==> config.mk <==
export PLATFORM = sky130hd
export DESIGN_NAME = ri_ro_mixer_scheduler
export DESIGN_NICKNAME = d
export VERILOG_FILES = /design/src/rtl/ri_ro_mixer_scheduler.sv
export SDC_FILE = /design/constraint.sdc
export NUM_CORES = 1
export LEC_CHECK = 0
export ABC_CLOCK_PERIOD_IN_PS = 3000
export BUFFER_PORTS_ARGS = -buffer_cell sky130_fd_sc_hd__clkbuf_2
export CAP_MARGIN = 30
export CORE_ASPECT_RATIO = 1.4
export CORE_MARGIN = 2
export CORE_UTILIZATION = 35
export CTS_BUF_LIST = sky130_fd_sc_hd__clkbuf_8
export DETAILED_ROUTE_END_ITERATION = 8
export PLACE_DENSITY = 0.72
export SLEW_MARGIN = 20
export SYNTH_ARGS = -nofsm -noshare
export SYNTH_HDL_FRONTEND = slang
export SYNTH_SLANG_ARGS = --single-unit
export TNS_END_PERCENT = 10
==> constraint.sdc <==
create_clock -name clk -period 3 [get_ports clk]
set_clock_uncertainty 0.2 [all_clocks]
set_input_delay 0.15 -clock clk [delete_from_list [all_inputs] [get_ports clk]]
set_output_delay 0.15 -clock clk [all_outputs]
set_load 0.01 [all_outputs]
==> src/rtl/ri_ro_mixer_scheduler.sv <==
// Round-robin scheduler that shares one real-in/real-out mixer among NCH channels.
// Grants one operand pair per cycle, tags it, and returns the mixer result with its channel.
module ri_ro_mixer_scheduler #(
  parameter int NCH     = 4,
  parameter int DSZ     = 16,
  parameter int MIX_LAT = 3
) (
  input  logic                     clk,
  input  logic                     reset,
  input  logic                     en,
  input  logic [NCH-1:0]           req_valid,
  input  logic [NCH*DSZ-1:0]       req_in,
  input  logic [NCH*DSZ-1:0]       req_lo,
  output logic [NCH-1:0]           req_ready,
  output logic [DSZ-1:0]           mix_in,
  output logic [DSZ-1:0]           mix_lo,
  input  logic [DSZ-1:0]           mix_out,
  output logic                     res_valid,
  output logic [$clog2(NCH)-1:0]   res_ch,
  output logic [DSZ-1:0]           res_data,
  output logic                     busy
);
  localparam int CW = $clog2(NCH);
  localparam int NT = MIX_LAT + 1;

  logic [CW-1:0]  ptr_q, ptr_d;
  logic [CW-1:0]  grant_idx;
  logic           grant_found;
  logic [CW:0]    idx_w;
  logic [CW:0]    ptr_inc;
  logic           xfer;
  logic [DSZ-1:0] mix_in_q, mix_in_d;
  logic [DSZ-1:0] mix_lo_q, mix_lo_d;
  logic [NT-1:0]  tag_v_q, tag_v_d;
  logic [CW-1:0]  tag_ch_q [NT];
  logic [CW-1:0]  tag_ch_d [NT];
  logic           res_valid_q, res_valid_d;
  logic [CW-1:0]  res_ch_q, res_ch_d;
  logic [DSZ-1:0] res_data_q, res_data_d;

  // Search ptr, ptr+1, ... with wrap; first valid channel wins.
  always_comb begin
    grant_found = 1'b0;
    grant_idx   = '0;
    idx_w       = '0;
    for (int k = 0; k < NCH; k++) begin
      idx_w = {1'b0, ptr_q} + (CW+1)'(k);
      if (idx_w >= (CW+1)'(NCH)) begin
        idx_w = idx_w - (CW+1)'(NCH);
      end
      if (!grant_found && req_valid[idx_w[CW-1:0]]) begin
        grant_found = 1'b1;
        grant_idx   = idx_w[CW-1:0];
      end
    end
    if (!en) begin
      grant_found = 1'b0;
    end
  end

  always_comb begin
    req_ready = '0;
    if (grant_found) begin
      req_ready[grant_idx] = 1'b1;
    end
  end

  assign xfer = |(req_valid & req_ready);

  always_comb begin
    ptr_d    = ptr_q;
    ptr_inc  = {1'b0, grant_idx} + (CW+1)'(1);
    mix_in_d = '0;
    mix_lo_d = '0;
    if (xfer) begin
      ptr_d    = (ptr_inc == (CW+1)'(NCH)) ? '0 : ptr_inc[CW-1:0];
      mix_in_d = req_in[grant_idx*DSZ +: DSZ];
      mix_lo_d = req_lo[grant_idx*DSZ +: DSZ];
    end

    // Tags walk alongside the mixer pipeline so the last stage lines up with mix_out.
    tag_v_d     = {tag_v_q[NT-2:0], xfer};
    tag_ch_d[0] = xfer ? grant_idx : '0;
    for (int s = 1; s < NT; s++) begin
      tag_ch_d[s] = tag_ch_q[s-1];
    end

    res_valid_d = tag_v_q[NT-1];
    res_ch_d    = tag_ch_q[NT-1];
    res_data_d  = tag_v_q[NT-1] ? mix_out : res_data_q;
  end

  always_ff @(posedge clk) begin
    if (reset) begin
      ptr_q       <= '0;
      mix_in_q    <= '0;
      mix_lo_q    <= '0;
      tag_v_q     <= '0;
      res_valid_q <= 1'b0;
      res_ch_q    <= '0;
      res_data_q  <= '0;
      for (int s = 0; s < NT; s++) begin
        tag_ch_q[s] <= '0;
      end
    end else begin
      ptr_q       <= ptr_d;
      mix_in_q    <= mix_in_d;
      mix_lo_q    <= mix_lo_d;
      tag_v_q     <= tag_v_d;
      res_valid_q <= res_valid_d;
      res_ch_q    <= res_ch_d;
      res_data_q  <= res_data_d;
      for (int s = 0; s < NT; s++) begin
        tag_ch_q[s] <= tag_ch_d[s];
      end
    end
  end

  assign mix_in    = mix_in_q;
  assign mix_lo    = mix_lo_q;
  assign res_valid = res_valid_q;
  assign res_ch    = res_ch_q;
  assign res_data  = res_data_q;
  assign busy      = (|tag_v_q) | res_valid_q;

endmodule

==> results of run 1 <==
## per-stage QoR
stage | instance area (µm²) | hold WS (ns) | instances
3_5_place_dp | 4080 | 0.197 | 554
2_1_floorplan | 2990 | 0.0284 | 262
3_3_place_gp | 4080 | 0.187 | 554
## logic make-up after synthesis
| logic type | after synthesis | synth area share |
|---|---|---|
| multiplexers | 81 | 0.271 |
| adder cells (fa/ha/maj) | 2 | 0.00838 |
| AO/OA/AOI/OAI | 41 | 0.158 |
| AND/OR/NAND/NOR | 47 | 0.0767 |
| flip-flops | 65 | 0.436 |
| buffers and inverters | 26 | 0.0499 |
==> results.cfg, run 1 <==
[outcome]
status = did not finish
failing_step = 4_1_cts
stop_error = [ERROR RSZ-0060] Max buffer count reached.

[clock_tree]
cts-root-buf = clkbuf_8
clock_sinks = 65
cts_hold_buf = 115
numCtsBuffers = 9
htree_levels = 3
post_cts_resized = 0
cts_setup_buffers = 0
cts.path.max_buffers = 2

[placement]
gp_congestion = 0.818
hpwl_um = 5780
pre_cts_ws_ns = 0.230
port_buffers = 206

[floorplan]
die_w_um = 82.1
die_h_um = 113
core.rowCount = 39
io-pin-count = 207
start_util = 0.362

[synth]
ys_ff_latch = 65
yosys.area.top_type = dfxtp_1
yosysWarnings = 0
synth_area_um2 = 2990
synth_common_cells = mux2i_1, dfxtp_1, o22ai_2
ys_async_sr_fraction = 0
synthesis.instances = 262
synth_top_area_frac = 0.436
synth_cell_types = 27
synth_edf_count = 0
synth_nets = 415
synth.top_cells.by_area = dfxtp_1, mux2i_1, o22ai_2
synth_seq_area_share = 0.436
avgSynthCellArea_um2 = 11.4
ys.flop_type = dfxtp_1
synth.most_common_cell = mux2i_1
==> run 2, diff against run 1 <==
- ABC_CLOCK_PERIOD_IN_PS: 3000 -> 3900
- CORE_ASPECT_RATIO: 1.4 -> default
- CORE_UTILIZATION: 35 -> 20
- CTS_BUF_LIST: sky130_fd_sc_hd__clkbuf_8 -> default
- PLACE_DENSITY: 0.72 -> default
- PLACE_DENSITY_LB_ADDON: default -> 0.15
- clock period: 3 -> 3.9 ns (I/O delays scaled with it)
==> results.cfg, run 2 <==
[floorplan]
die_w_um = 126
dieArea_um2 = 15900
core.rowCount = 44
io-pin-count = 207
start_util = 0.205
die_h_um = 126
core_um2 = 14600

[clock_tree]
cts_tree = yes
clock_sinks = 65
post_cts_resized = 0
clkLatencyLatePin_ns = 0.33
cts.clk_slew.worst_paths_ns = 0.06
numCtsBuffers = 9
cts.path.max_buffers = 2
cts-root-buf = clkbuf_16
htree_levels = 3

[cells_and_area]
seqCellArea_um2 = 1300
layout_common_cells = clkbuf_2, dlygate4sd3_1, mux2i_1
drive_gt1_frac = 0.447
fillerInstances = 1448
stdcell_area_um2 = 5620
layout.nets = 727
n_antenna_cell = 0
multi_input_area_um2 = 1540
final_common_cell = clkbuf_2
area_delta_synth_final_pct = 88.2

[timing]
finalHoldViolCount = 0
worst_pin_slew_ns = 0.777
slew_headroom = 0.482
report.final.setup_viol = 0
whs_ns = 0.0235
fin_crit_ns = 3.59
finalSetupTns_ns = 0
rsz0062_at_grt = false
final.period_utilization = 0.921
clock.fmax_mhz = 278
finalWorstSetupSlack_ns = 0.308
slew_violations = 0

[worst_setup_path]
slowest_delay_ns = 0.66
worstPathCellList = nor2b_1 -> a311o_1 -> and2_4 -> buf_4 -> mux2i_1 -> dlygate4sd3_1 -> o22ai_2 -> dlygate4sd3_1
cp-end-kind = flip-flop
cpMaxStageDelayCell = buf_4
crit_arrival_ns = 3.61
startpoint_type = flip-flop
cp.required_ns = 3.91
crit_path_frequent_cell = dlygate4sd3_1
crit_type = reg2reg
path_max_fanout = 49

[placement]
port_buffers = 206
pre_cts_ws_ns = 0.905
gp_congestion = 0.755
hpwl_um = 6750
placed_area_um2 = 4150

[flow_run]
drv_cap = 0

[hold_path]
holdCritPathClass = in2reg

[global_route]
grt_max_degree = 50
antenna_found_initial = 0
grt_pass1_wl_um = 15000
grt_remaining_overflow = 0
grt_pass1_vias = 3293
grtUsageTotal = 0.121

[synth]
ys_ff_latch = 65
ys.flop_type = dfxtp_1
ys_async_sr_fraction = 0
synth_edf_count = 0
synth.most_common_cell = mux2i_1
yosys.area.top_type = dfxtp_1
avgSynthCellArea_um2 = 11.4
synthesis.instances = 262
synth_nets = 415
yosysWarnings = 0
synth_cell_types = 27
synth.top_cells.by_area = dfxtp_1, mux2i_1, o22ai_2
synth_common_cells = mux2i_1, dfxtp_1, o22ai_2
synth_seq_area_share = 0.436
synth_top_area_frac = 0.436
synth_area_um2 = 2990

[power]
fin_total_pwr_mw = 2.25
leakagePower_nw = 2.68
peakVddDrop_uv = 186
p_per_area_nw_per_um2 = 400
seqPwrFrac = 0.322
power.internal_mw = 1.69
swShare = 0.247
combPwrFrac = 0.264
clockPowerShare = 0.414
power.switching_uw = 557

[detailed_routing]
postRouteAntennaNets = 0
drtPass1Iterations = 4
vias = 3134
post_drt_wl_per_cell_um = 12.5
vias_per_cell = 4.11
drc = 0
first_iter_violations = 78
wl_um = 9510

[outcome]
status = finished, final reports clean
==> run 2: cell counts after synthesis <==
Identical to the previous run, type by type.
==> run 2: what timing repair did <==
action,CTS,global route
endpoints found under the setup margin,0,0
endpoints found under the hold margin,49,0
hold buffers,111,0
setup buffers,0,0
==> run 2: layer usage <==
layer,wire [µm],track usage
met1,3500,0.119
met2,5110,0.224
met3,708,0.0476
met4,186,0.0530
met5,0,0
==> run 2: stage by stage <==
stage	util	cells
after floorplan	-	262
after global placement	0.284	635
after detailed placement	0.284	635
after CTS	0.384	762
after global routing	0.385	763
final	0.385	763
==> run 2: cells by family (layout without fill, tap and decap cells) <==
kind of cell / Yosys count / in the layout / synth area share
AO/OA/AOI/OAI: 41 / 41 / 0.158
adder cells (fa/ha/maj): 2 / 2 / 0.00838
buffers and inverters: 26 / 343 / 0.0499
flip-flops: 65 / 65 / 0.436
multiplexers: 81 / 81 / 0.271
AND/OR/NAND/NOR: 47 / 47 / 0.0767
==> run 2: worst paths after layout <==
check,slack (ns),start,endpoint,cells past startpoint
hold reg to reg,0.23,tag_ch_q[2][0],tag_ch_q[3][0],1
hold / removal,0.02,req_in[29],mix_in[13],3
setup reg to reg,0.31,ptr_q[0],mix_lo[7],8
setup / recovery,0.31,ptr_q[0],mix_lo[7],8
==> run 2: area by class of cell <==
cell class	instances	share of cell area
inverter	6	0.00401
tap	184	0.0410
clock inverter	4	0.0176
clock buffer	12	0.0438
sequential	65	0.231
multi-input combinational	171	0.274
timing repair buffer	321	0.388
==> run 2: worst max-delay path: cells and delay by family (launching register included) <==
family | cells | cell delay (ns)
and+or+nand+nor | 2 | 0.54
AOI/OAI and AO/OA | 2 | 0.27
DFF | 1 | 0.32
buffers and inverters | 3 | 1.82
muxes | 1 | 0.26
==> run 2: power by group through the flow <==
| stage | Sequential, mW | Combinational (mW) | Clock (mW) |
|---|---|---|---|
| 2_1_floorplan | 0.754 | 0.281 | 0 |
| 3_3_place_gp | 0.742 | 0.452 | 0 |
| 3_5_place_dp | 0.740 | 0.455 | 0 |
| 4_1_cts | 0.727 | 0.598 | 0.967 |
| 5_1_grt | 0.729 | 0.648 | 0.997 |
| 6_report | 0.725 | 0.593 | 0.932 |
Power figures use the tool's default switching activity.
